[src/rtl/sync_mod_counter.sv]
// sync_mod_counter: fully synchronous modulo up/down counter with parallel
// load, synchronous clear, wrap or saturate at the range ends, and a
// combinational terminal count for chaining stages into a wider counter.
module sync_mod_counter #(
  parameter int WIDTH    = 4,
  parameter int MODULUS  = 16,
  parameter int RST_VAL  = 0,
  parameter bit SATURATE = 1'b0
) (
  input  logic             clk,
  input  logic             rst,
  input  logic             clr,
  input  logic             load,
  input  logic [WIDTH-1:0] din,
  input  logic             en,
  input  logic             up,
  output logic [WIDTH-1:0] count,
  output logic             tc,
  output logic             wrap
);

  // Range limits carried one bit wider so MODULUS = 2**WIDTH stays exact.
  localparam logic [WIDTH:0]   MOD_X = (WIDTH+1)'(MODULUS);
  localparam logic [WIDTH:0]   TOP_X = (WIDTH+1)'(MODULUS - 1);
  localparam logic [WIDTH:0]   ONE_X = (WIDTH+1)'(1);
  localparam logic [WIDTH-1:0] TOP   = WIDTH'(MODULUS - 1);
  localparam logic [WIDTH-1:0] RST_W = WIDTH'(RST_VAL);

  logic [WIDTH:0]   count_x;
  logic [WIDTH:0]   din_x;
  logic             at_top;
  logic             at_bot;
  logic [WIDTH-1:0] count_nxt;

  assign count_x = {1'b0, count};
  assign din_x   = {1'b0, din};
  assign at_top  = (count_x == TOP_X);
  assign at_bot  = (count_x == '0);

  // Terminal count is only meaningful when this edge would actually step.
  assign tc = en & ~clr & ~load & (up ? at_top : at_bot);

  // Next count: clear beats clamped load beats a single step; otherwise hold.
  always_comb begin
    count_nxt = count;
    if (clr) begin
      count_nxt = '0;
    end else if (load) begin
      count_nxt = (din_x >= MOD_X) ? TOP : din;
    end else if (en) begin
      if (up) begin
        if (at_top) count_nxt = SATURATE ? count : '0;
        else        count_nxt = WIDTH'(count_x + ONE_X);
      end else begin
        if (at_bot) count_nxt = SATURATE ? '0 : TOP;
        else        count_nxt = WIDTH'(count_x - ONE_X);
      end
    end
  end

  // Count register; reset forces RST_VAL without waiting for a clock edge.
  always_ff @(posedge clk or posedge rst) begin
    if (rst) count <= RST_W;
    else     count <= count_nxt;
  end

  // Wrap pulse is tc delayed one cycle; tc already masks clr/load edges.
  always_ff @(posedge clk or posedge rst) begin
    if (rst) wrap <= 1'b0;
    else     wrap <= tc;
  end

endmodule

[config.mk]
export PLATFORM = sky130hd
export DESIGN_NAME = sync_mod_counter
export DESIGN_NICKNAME = d
export VERILOG_FILES = /design/src/rtl/sync_mod_counter.sv
export SDC_FILE = /design/constraint.sdc
export NUM_CORES = 1
export LEC_CHECK = 0
export BUFFER_PORTS_ARGS = -buffer_cell sky130_fd_sc_hd__buf_2
export CAP_MARGIN = 25
export CORE_AREA = 3 3 40 42
export DETAILED_ROUTE_END_ITERATION = 16
export DIE_AREA = 0 0 43 45
export RECOVER_POWER = 50
export SYNTH_ARGS = -nofsm -noshare
export SYNTH_HDL_FRONTEND = slang
export SYNTH_SLANG_ARGS = --single-unit
[constraint.sdc]
create_clock -name clk -period 1.9 [get_ports clk]
set_input_delay 0.38 -clock clk [delete_from_list [all_inputs] [get_ports clk]]
set_output_delay 0.38 -clock clk [all_outputs]
set_load 0.02 [all_outputs]
After elaboration in Yosys (flattened, before gate mapping)

Cells that the tools add are included.

Bits in registers: 5
Bits of input ports: 10
Output and inout port bits: 6
Logic and storage cells: 21

Add/sub/neg operators: 2
$lt $le $gt $ge: 1
Equality and inequality tests: 1
Multiplexer cells: 8
Bitwise logic cells: 5
Reductions and logical operators: 2

Operators by type and width:

| cell                | number |
|---|---|
| $mux 4              | 7 |
| $ge 4x5->1 const B  | 1 |
| $logic_not 5->1     | 1 |
| $add 4x1->4 const B | 1 |
| $eq 4x4->1 const B  | 1 |
| $sub 4x1->4 const B | 1 |
| $and 1x1->1         | 3 |
| $reduce_bool 3->1   | 1 |
| $not 1->1           | 2 |
| $mux 1              | 1 |

Longest topological paths before layout

Depth in word-level cells: 6
Mapped depth: 6
Gate-level depth less buffers: 6

Worst setup path before layout

OpenSTA, ideal clock, no wires.

Kind: register to output
Start point: register count[0]
End point: output port tc
Arrival: 1.693 ns
Data required time: 1.520 ns
Slack: -0.173 ns
Cell stages (with the launch flop): 5
Buffers on the path: 0
Cells stage by stage: dfrtp_1 -> ha_1 -> and3_1 -> a21oi_1 -> nor4_1

Word-level cells in the longest chain between the ends: 3
Elaborated cells on any way between the ends: 4
Classes of those cells: 1 x eq/ne; 1 x mux; 1 x bitwise; 1 x reduce/logical

RTL lines:

| item                                                 | line   | source |
|---|---|---|
| from (decl)                                          | 17     | `output logic [WIDTH-1:0] count,` |
| from (signal assigned)                               | 64     | `else count <= count_nxt;` |
| $eq 4x4->1 / $logic_not 5->1 (equally long branches) | 37, 38 |  |
| $mux 1 *                                             | 41     | `assign tc = en & ~clr & ~load & (up ? at_top : at_bot);` |
| $and 1x1->1 *                                        | 41     |  |
| to (decl)                                            | 18     | `output logic tc,` |

Mark *: on every way between the ends. The rest lies on a longest branch, timed or not.

Final worst setup path

Start point: register count[0]
End point: register wrap

Word-level cells in the longest chain between the ends: 3
Elaborated cells on any way between the ends: 4
Classes of those cells: 1 x eq/ne; 1 x mux; 1 x bitwise; 1 x reduce/logical

RTL lines:

| item                                                 | line   | source |
|---|---|---|
| $eq 4x4->1 / $logic_not 5->1 (equally long branches) | 37, 38 |  |
| $mux 1 *                                             | 41     |  |
| $and 1x1->1 *                                        | 41     |  |
| to (signal assigned)                                 | 70     | `else wrap <= tc;` |
| to (decl)                                            | 19     | `output logic wrap` |

Marks and branches as above.
A chain may end at the register's enable or synchronous reset.

==> run_results.csv <==
group,metric,value,unit
setup_path,crit_path_start,"count[0]",
setup_path,path_common_cell,"buf_4",
setup_path,end_kind,"register",
global_routing,grt_usage,0.144,
die,fp.dieW,43,um
place,pre_cts_ws,0.107,ns
die,rows,13,
die,die_y,45,um
setup_path,path_buf_inv,7,
route,vias,476,
die,die_area,0.00194,mm^2
cts,h-tree-depth,1,
route,drc,0,
setup_path,crit_path_max_incr_delay,0.42,ns
finish,n_antenna_cell,0,
die,start_util,0.295,
cts,clock_sinks,5,
route,routed_wl,1280,um
setup_path,critical_path.cell_chain,"buf_6, ha_4, and3_4, a21oi_4, nor4_4, buf_4, buf_4, buf_4, buf_4, buf_4, buf_4",
flow_run,max_cap_viol_count,0,
route,dr.pass1.iters,4,
die,core-area,0.00128,mm^2
logic_synthesis,syn-num-nets,59,
global_routing,antenna_found_initial,0,
logic_synthesis,ys_seq_elements,5,
timing,rsz0062_at_grt,"yes",
power_and_ir_drop,ir_drop,0.289,mV
logic_synthesis,yosysUniqueCellTypes,24,
logic_synthesis,avgSynthCellArea,8.07,um^2
route,drt_iter0_drc,7,
place,dp.cells,76,
setup_path,r2r_slack,-0.03,ns
cts,cts_tree,"built",
route,routedWlPerCell,13.9,um
setup_path,cp_slowest_cell,"dfrtp_2",
cts,cts-root-buf,"clkbuf_4",
cts,cts_buffers,3,
finish,area_growth,76.2,%
setup_path,required,2.04,ns
timing,period_share,1.01,
finish,nFillCells,116,
timing,finalHoldViolations,0,
die,io_pins,16,
logic_synthesis,synth_area,379,um^2
setup_path,crit_path_start_kind,"register",
worst_hold_path,min_path_type,"in2async",
logic_synthesis,ys_warn_count,0,
cts,cts.clk_slew.worst_paths,0.05,ns
finish,fin_cells,92,
setup_path,rr_startpoint,"count[0]",
timing,period_needed,1.93,ns
cts,clk_latency,0.25,ns
timing,setup_tns,-0.0422,ns
timing,slew_headroom,0.750,
power_and_ir_drop,p_leak,0.316,nW
status,status,"complete, but fails checks",
global_routing,grt_overflow,0,
setup_path,crit_arrival,2.07,ns
setup_path,r2r-end,"wrap",
power_and_ir_drop,p_per_area,580,mW/mm^2
logic_synthesis,yosysSeqAreaShare,0.330,
status,violations,"negative setup slack",
finish,fin_nets,90,
setup_path,reg2reg_depth,11,
place,port_buffers,15,
route,via_per_inst,5.17,
setup_path,crit_family,"buffers and inverters",
timing,setup_viol,2,
finish,drive_above_1_share,0.532,
setup_path,path_max_fanout,3,
setup_path,criticalPathCategory,"reg2reg",
global_routing,grt_max_degree,11,
timing,maxClockFrequency,519,MHz
cts,cts_buffer_depth,2,
timing,finClkSkew,0.00815,ns
route,antenna_left,0,
place,finalWeightedCongestion,0.787,
timing,setup_ws,-0.0265,ns
finish,final_util,0.520,
timing,finalMaxSlewViolations,0,
global_routing,first_global_vias,473,
logic_synthesis,syn_inst,47,
timing,worst_pin_slew,0.375,ns
global_routing,grt_pass1_wl,2040,um
power_and_ir_drop,total_power,0.000388,W
==> synth_stat cells <==
cell type / instances / share of area
clkbuf_1: 1 / 0.0099
nor2_1: 1 / 0.0099
o21ai_0: 4 / 0.053
inv_2: 2 / 0.020
nand2b_1: 1 / 0.017
and3_1: 1 / 0.017
mux2i_1: 1 / 0.026
or4_1: 1 / 0.020
inv_1: 5 / 0.050
ha_1: 2 / 0.066
a221oi_1: 1 / 0.023
a21boi_1: 1 / 0.020
a311oi_1: 1 / 0.023
nand2_1: 2 / 0.020
nand3_1: 1 / 0.013
xnor2_1: 2 / 0.046
nor3_1: 3 / 0.040
nor2b_1: 2 / 0.033
o21bai_1: 1 / 0.020
nor4_1: 1 / 0.017
a21oi_1: 6 / 0.079
dfrtp_1: 5 / 0.33
o41a_1: 1 / 0.030
o21a_1: 1 / 0.020
==> metrics by stage <==
step / area, um^2 / hold WS [ns]
final: 668 / 0.0236
after global routing: 668 / 0.0379
after CTS: 622 / 0.0269
after detailed placement: 475 / 0.289
after global placement: 475 / 0.282
after floorplan: 385 / 0.159
==> layer usage <==
| metal | global-route usage | routed length (um) |
|---|---|---|
| met1 | 0.156 | 522 |
| met4 | 0.0783 | 32 |
| met5 | 0 | 0 |
| met3 | 0.0717 | 88 |
| met2 | 0.231 | 639 |
==> power breakdown <==
part           switching, W  internal (W)  total [W]  leakage (nW)
clock network     0.0000468     0.0000796   0.000126        0.0150
logic             0.0000686     0.0000640   0.000133         0.238
registers         0.0000142      0.000115   0.000129        0.0628
total              0.000130      0.000258   0.000388         0.316
==> cell families after synthesis <==
| logic type | count (synthesis) | synth area share |
|---|---|---|
| simple gates | 13 | 0.185 |
| compound gates | 16 | 0.267 |
| fa+ha+maj | 2 | 0.0660 |
| mux | 1 | 0.0264 |
| flops | 5 | 0.330 |
| buf+inv | 8 | 0.0792 |
| xor+xnor | 2 | 0.0462 |
==> worst register-to-register path: cells and delay by family, from the launching register on <==
kind	cells	cell delay (ns)
flip-flops	1	0.42
adder cells (fa/ha/maj)	1	0.16
AND/OR/NAND/NOR	2	0.22
AO/OA/AOI/OAI	1	0.14
buffers and inverters	7	0.87
==> cell type report <==
class                      count  area, um^2  area share
clock buffer                   4        26.3      0.0393
timing repair buffer          27         170       0.255
sequential                     5         128       0.191
tap                           15        18.8      0.0281
inverter                       7        26.3      0.0393
multi-input combinational     34         299       0.448
==> placed cells by master, fill, tap and decap left out, drive strengths merged, types with 2 or more instances in the layout <==
cell type and count:
buf 26, nand2 2, o21ai 4, inv 7
nor3 3, xnor2 2, nor2b 2, a21oi 6
dfrtp 5, clkbuf 5, ha 2
==> state kept, by name, indices dropped and copies added, names as in the netlist <==
signal  count
wrap        1
count       4
==> how the worst max path moves through the flow <==
stage | endpoint | cells after the start
finish | wrap | 11
global route | tc | 7
CTS | tc | 7
detailed placement | tc | 7
global placement | tc | 7
floorplan | tc | 4
==> what timing repair did <==
action | CTS | global route
buffers inserted | 10 | 2
setup endpoints to repair | 1 | 2
pin swaps | 3 | 3
hold buffers | 0 | 0
gates resized for setup | 10 | 6
(Power assumes the default switching activity.)
